==> src/rtl/adder_arbiter_pkg.sv <==
// adder_arbiter_pkg: shared types and constants for the adder arbiter slice.
//   state_e : arbiter FSM states (IDLE, CALC, RESP)
//   NREQ    : number of requesters sharing the adder
//   CNT_W   : width of the completed-response counter
package adder_arbiter_pkg;

  typedef enum logic [1:0] {
    IDLE = 2'd0,
    CALC = 2'd1,
    RESP = 2'd2
  } state_e;

  localparam int NREQ  = 2;
  localparam int CNT_W = 8;

endpackage

==> src/rtl/adder_core.sv <==
// adder_core: shared combinational adder datapath.
//   a, b : WIDTH-bit operands
//   sum  : WIDTH+1-bit result, carry in the MSB (no truncation)
module adder_core #(
  parameter int WIDTH = 2
) (
  input  logic [WIDTH-1:0] a,
  input  logic [WIDTH-1:0] b,
  output logic [WIDTH:0]   sum
);

  // Widen both operands so the carry lands in the MSB.
  assign sum = {1'b0, a} + {1'b0, b};

endmodule

==> src/rtl/adder_arbiter.sv <==
// adder_arbiter: round-robin arbiter that shares one adder_core between two
// requesters and returns the registered sum on a valid/ready channel.
//   clk, rst_n           : clock, asynchronous active-low reset
//   req_valid[1:0]       : requester i presents operands
//   req_a0/b0, req_a1/b1 : operands of requester 0 / 1
//   req_ready[1:0]       : requester i accepted this cycle (IDLE only)
//   rsp_valid/id/sum     : response channel, held until rsp_ready
//   rsp_ready            : consumer accepts the response
//   ops_done             : completed-response counter, wraps silently
module adder_arbiter
  import adder_arbiter_pkg::*;
#(
  parameter int WIDTH = 2
) (
  input  logic              clk,
  input  logic              rst_n,
  input  logic [NREQ-1:0]   req_valid,
  input  logic [WIDTH-1:0]  req_a0,
  input  logic [WIDTH-1:0]  req_b0,
  input  logic [WIDTH-1:0]  req_a1,
  input  logic [WIDTH-1:0]  req_b1,
  output logic [NREQ-1:0]   req_ready,
  output logic              rsp_valid,
  output logic              rsp_id,
  output logic [WIDTH:0]    rsp_sum,
  input  logic              rsp_ready,
  output logic [CNT_W-1:0]  ops_done
);

  state_e             state_r;
  state_e             state_nxt_s;
  logic               rr_r;
  logic               id_r;
  logic [WIDTH-1:0]   op_a_r;
  logic [WIDTH-1:0]   op_b_r;
  logic [WIDTH:0]     sum_r;
  logic [WIDTH:0]     core_sum_s;
  logic [CNT_W-1:0]   cnt_r;
  logic               grant_s;
  logic               grant_vld_s;
  logic               rsp_hs_s;

  adder_core #(.WIDTH(WIDTH)) u_core (
    .a   (op_a_r),
    .b   (op_b_r),
    .sum (core_sum_s)
  );

  assign rsp_hs_s = (state_r == RESP) && rsp_ready;

  // Arbitration, ready generation and next-state selection.
  always_comb begin
    state_nxt_s = state_r;
    grant_s     = 1'b0;
    grant_vld_s = 1'b0;
    req_ready   = {NREQ{1'b0}};
    case (state_r)
      IDLE: begin
        case (req_valid)
          2'b01: begin
            grant_vld_s = 1'b1;
            grant_s     = 1'b0;
          end
          2'b10: begin
            grant_vld_s = 1'b1;
            grant_s     = 1'b1;
          end
          2'b11: begin
            // Contention: the round-robin pointer picks the winner.
            grant_vld_s = 1'b1;
            grant_s     = rr_r;
          end
          default: begin
            grant_vld_s = 1'b0;
            grant_s     = 1'b0;
          end
        endcase
        if (grant_vld_s) begin
          req_ready[grant_s] = 1'b1;
          state_nxt_s        = CALC;
        end else begin
          state_nxt_s = IDLE;
        end
      end
      CALC: begin
        state_nxt_s = RESP;
      end
      RESP: begin
        if (rsp_ready) begin
          state_nxt_s = IDLE;
        end else begin
          state_nxt_s = RESP;
        end
      end
      default: begin
        state_nxt_s = IDLE;
      end
    endcase
  end

  // FSM state register.
  always_ff @(posedge clk or negedge rst_n) begin
    if (!rst_n) begin
      state_r <= IDLE;
    end else begin
      state_r <= state_nxt_s;
    end
  end

  // Operand and owner capture on acceptance, sum capture in CALC.
  always_ff @(posedge clk or negedge rst_n) begin
    if (!rst_n) begin
      op_a_r <= {WIDTH{1'b0}};
      op_b_r <= {WIDTH{1'b0}};
      id_r   <= 1'b0;
      sum_r  <= {(WIDTH+1){1'b0}};
    end else begin
      if (grant_vld_s) begin
        op_a_r <= grant_s ? req_a1 : req_a0;
        op_b_r <= grant_s ? req_b1 : req_b0;
        id_r   <= grant_s;
      end
      if (state_r == CALC) begin
        sum_r <= core_sum_s;
      end
    end
  end

  // Completion counter and round-robin pointer update on the response handshake.
  always_ff @(posedge clk or negedge rst_n) begin
    if (!rst_n) begin
      cnt_r <= {CNT_W{1'b0}};
      rr_r  <= 1'b0;
    end else if (rsp_hs_s) begin
      cnt_r <= cnt_r + CNT_W'(1);
      rr_r  <= ~id_r;
    end
  end

  assign rsp_valid = (state_r == RESP);
  assign rsp_id    = id_r;
  assign rsp_sum   = sum_r;
  assign ops_done  = cnt_r;

endmodule
==> config.mk <==
export PLATFORM = sky130hd
export DESIGN_NAME = adder_arbiter
export DESIGN_NICKNAME = d
export VERILOG_FILES = /design/src/rtl/adder_arbiter_pkg.sv /design/src/rtl/adder_core.sv /design/src/rtl/adder_arbiter.sv
export SDC_FILE = /design/constraint.sdc
export NUM_CORES = 1
export LEC_CHECK = 0
export CORE_MARGIN = 3
export CORE_UTILIZATION = 45
export CTS_CLUSTER_SIZE = 16
export DETAILED_ROUTE_END_ITERATION = 10
export GPL_ROUTABILITY_DRIVEN = 0
export GPL_TIMING_DRIVEN = 0
export MAX_ROUTING_LAYER = met4
export PLACE_DENSITY = 0.83
export SETUP_SLACK_MARGIN = 0.5
export SLEW_MARGIN = 20
export SYNTH_ARGS = -nofsm -noshare
export SYNTH_HDL_FRONTEND = slang
export SYNTH_SLANG_ARGS = --single-unit
==> constraint.sdc <==
create_clock -name clk -period 1.42 [get_ports clk]
set_input_delay 0.142 -clock clk [delete_from_list [all_inputs] [get_ports clk]]
set_output_delay 0.142 -clock clk [all_outputs]
set_load 0.02 [all_outputs]
==> results.json <==
{
  "grt_overflow_total": 0,
  "post-route-min-period_ns": 1.497,
  "worst-slew-pin-transition_ns": 0.8439,
  "max_rail_drop_vdd_v": 0.001708,
  "antenna-diode-count": 0,
  "post_drt_via_cell_ratio": 5.800,
  "root_buf_cell": "clkbuf_4",
  "synth_area_in_adders_pct": 5.007,
  "arrival_ns": 1.36,
  "critical_path.startpoint_type": "flip-flop",
  "synth_simple_gate_area_share_pct": 17.94,
  "initial_core_util_pct": 49.93,
  "grt_start_max_net_pins": 20,
  "finalCoreUtilization_pct": 93.33,
  "power.share.clock_pct": 7.9,
  "yosys_warnings": 0,
  "finalNetCount": 162,
  "drive_gt1_share_pct": 64.14,
  "grt_first_pass_wirelength_um": 4422,
  "final.fill_count": 56,
  "fmax_mhz": 667.8,
  "yosys.area.top_type": "dfrtp_1",
  "drt-pass1-iter-count": 5,
  "dr_total_vias": 986,
  "syn2layout_area_growth_pct": 86.93,
  "synth_xor_xnor_area_share_pct": 6.815,
  "synth_top_cell_area_share_pct": 52.85,
  "hpwl_um": 1388,
  "sum_of_internal_switching_and_leakage_power_uw": 3742,
  "cpMaxStageDelayCell": "dfrtp_2",
  "report.final.hold_viol_count": 19,
  "ant_nets": 0,
  "skew_ns": 0.003268,
  "cts_tree": "done",
  "number_of_buffers_created_by_cts": 3,
  "cts.path.max_buffers": 2,
  "worst_hold_slack_ns": -0.09698,
  "worst_slack_ns": -0.07741,
  "seq_area_um2": 486.7,
  "synth_area_per_cell_um2": 10.84,
  "timing.hold.worst.class": "in2async",
  "route.final.wire_length_um": 3827,
  "mappedNetlistArea_um2": 899.6,
  "r2r_cells": 5,
  "core_region_area_um2": 1802,
  "violations_in_the_final_reports": "hold timing, setup timing",
  "track_usage_pct": 24.94,
  "critical-path-max-stage-delay_ns": 0.48,
  "chipWidth_um": 50.71,
  "crit_path_cell_trace": "nor2_4 > and3_4 > buf_6 > buf_6",
  "synthMuxAreaShare_pct": 2.503,
  "pwr-share-seq_pct": 26.8,
  "timing.final.setup_violations": 9,
  "clk-insertion-delay-late_ns": 0.32,
  "criticalPathCategory": "reg2out",
  "ctsHtreeMaxLevel": 1,
  "cellInternalPower_uw": 2177,
  "status": "complete, but fails checks",
  "drv_cap": 0,
  "first_global_vias": 870,
  "setup_repair_after_global_routing_missed_its_margin": "yes",
  "synth.lib_cells_used.distinct": 24,
  "worst_ep_required_time_ns": 1.28,
  "die_ht_um": 50.71,
  "synth_top_family_by_area": "simple AND/OR/NAND/NOR gates",
  "synth_fp_nets": 99,
  "drt_drc_violations_left": 0,
  "clk_pin_slew_ns": 0.12,
  "worstSetupEndpointType": "output port",
  "sw_frac_of_total_pct": 41.83,
  "p_switching_uw": 1565,
  "crit_fanout": 4,
  "grt_antenna_before_repair": 0,
  "ys_seq_area_share_pct": 52.85,
  "die_area_um2": 2572,
  "final.period_utilization_pct": 105.5,
  "drtIter0Drc": 51,
  "synth-seq-cells": 19,
  "combPwrFrac_pct": 65.3,
  "maxSlewViolCount": 0,
  "path_common_cell": "buf_6",
  "cts_num_sinks": 19,
  "multi_input_area_um2": 526.8,
  "avgRoutedWirePerCell_um": 22.51,
  "synth_top_cells_by_area": "dfrtp_1, o21ai_0, inv_1, o311ai_1, xor2_1",
  "rows": 15,
  "synth_compound_gate_area_share_pct": 9.458,
  "buffer_ports.inserted": 27,
  "timing.slew.headroom_pct": 43.65,
  "power_leakage_uw": 0.0008298,
  "cellPowerDensity_nw_per_um2": 2225,
  "netlist_instances": 83,
  "top_level_ports": 28,
  "hold_buf_count_cts": 0
}
[registers in the layout (all words and copies together) (netlist names)]
register / count
op_b_r: 2
rr_r: 1
rsp_id: 1
rsp_sum: 3
state_r: 2
ops_done: 8
op_a_r: 2
[through the flow]
stage	TNS, ns	hold slack, ns	area (µm²)	worst slack [ns]	std cells
detailed placement	-0.7998	0.4729	1256	-0.3742	135
floorplan	0	-0.1536	954.7	0.2603	83
CTS	-0.004574	0.3135	1545	-0.004574	161
global placement	-0.6775	0.4556	1256	-0.3711	135
finish	-0.2174	-0.09698	1682	-0.07741	170
global route	-0.3761	-0.02979	1682	-0.08463	170
[worst max-delay path: cells and delay by family, from the launching register on]
family | cells | cell delay, ns
and+or+nand+nor | 2 | 0.36
DFF | 1 | 0.48
buffers and inverters | 2 | 0.19
[placed cells by master (no fill, tap or decap), types with 2 or more instances in the layout]
master and count:
xor2_1 4, o21ai_2 7, dfrtp_2 9, buf_4 22, dlymetal6s2s_1 2, clkbuf_4 3
inv_1 8, clkdlybuf4s50_1 10, o311ai_2 4, inv_2 2, nand4_1 5, buf_6 25
nand2_1 3, dfrtp_1 10, nand3_2 2, xnor2_1 3, nand2_2 2, and3_4 2
nor2_4 2, mux2_4 2
[cell usage after synthesis]
| library cell | number |
|---|---|
| nor3_1 | 2 |
| inv_1 | 10 |
| nor2_1 | 2 |
| or2_2 | 1 |
| buf_6 | 1 |
| or2b_1 | 2 |
| and4b_1 | 1 |
| nand4_1 | 5 |
| fa_1 | 1 |
| nor2_2 | 1 |
| mux2_2 | 2 |
| a21oi_1 | 1 |
| o311ai_1 | 4 |
| nand3_1 | 3 |
| xnor2_1 | 3 |
| and3_4 | 1 |
| ha_1 | 2 |
| nand2b_1 | 1 |
| xor2_1 | 4 |
| and3_1 | 2 |
| o21ai_0 | 9 |
| dfrtp_1 | 19 |
| nand2_1 | 5 |
| nand3b_2 | 1 |
[path summary, 6_finish.rpt]
check | start | to | slack [ns]
max in group asynchronous | rst_n | state_r[1]$_DFF_PN0_ | 0.94
hold reg to reg | ops_done[6]$_DFFE_PN0P_ | ops_done[6]$_DFFE_PN0P_ | 0.51
setup / recovery | state_r[1]$_DFF_PN0_ | req_ready[1] | -0.08
setup reg to reg | state_r[0]$_DFF_PN0_ | ops_done[4]$_DFFE_PN0P_ | -0.04
hold / removal | rst_n | rr_r$_DFFE_PN0P_ | -0.1
min in group clk | req_valid[1] | op_b_r[0]$_DFFE_PN0P_ | 0.38
[layer usage]
layer / global-route usage, % / wire length (µm) / up-vias
met2: 38.48 / 1941 / 63
met1: 31.44 / 1425 / 484
met3: 3.858 / 244 / 26
met4: 13.45 / 216 / 0
met5: - / 0 / -
li1: - / - / 413
[timing repair]
| action | 4_1_cts | 5_1_grt |
|---|---|---|
| pin swaps | 11 | 4 |
| gates resized for setup | 112 | 20 |
| setup buffers | 22 | 9 |
| endpoints found under the hold margin | 0 | 19 |
| endpoints found under the setup margin | 34 | 50 |
[cell families (layout without fill, tap and decap cells)]
kind of cell | Yosys count | count (layout)
mux | 2 | 2
fa+ha+maj | 3 | 3
flops | 19 | 19
compound gates | 14 | 14
xor+xnor | 7 | 7
simple gates | 27 | 27
buf+inv | 11 | 73
[power by group through the flow]
stage                     clock network, µW  registers, µW  logic, µW
after floorplan                           0           1100        615
after global placement                    0            983       1180
after detailed placement                  0            995       1220
after CTS                               281            948       1840
after global routing                    315           1010       2550
final                                   297           1000       2440
[final cells by class]
class                   count  area share (%)
clock inverters             1          0.2976
inverters                  10           2.232
flip-flops and latches     19           28.94
clock buffers               3           1.339
plain buffers               1          0.6696
repair buffers             58           33.33
well taps                  25           1.860
multi-input cells          53           31.32
Power figures use the tool's default switching activity.
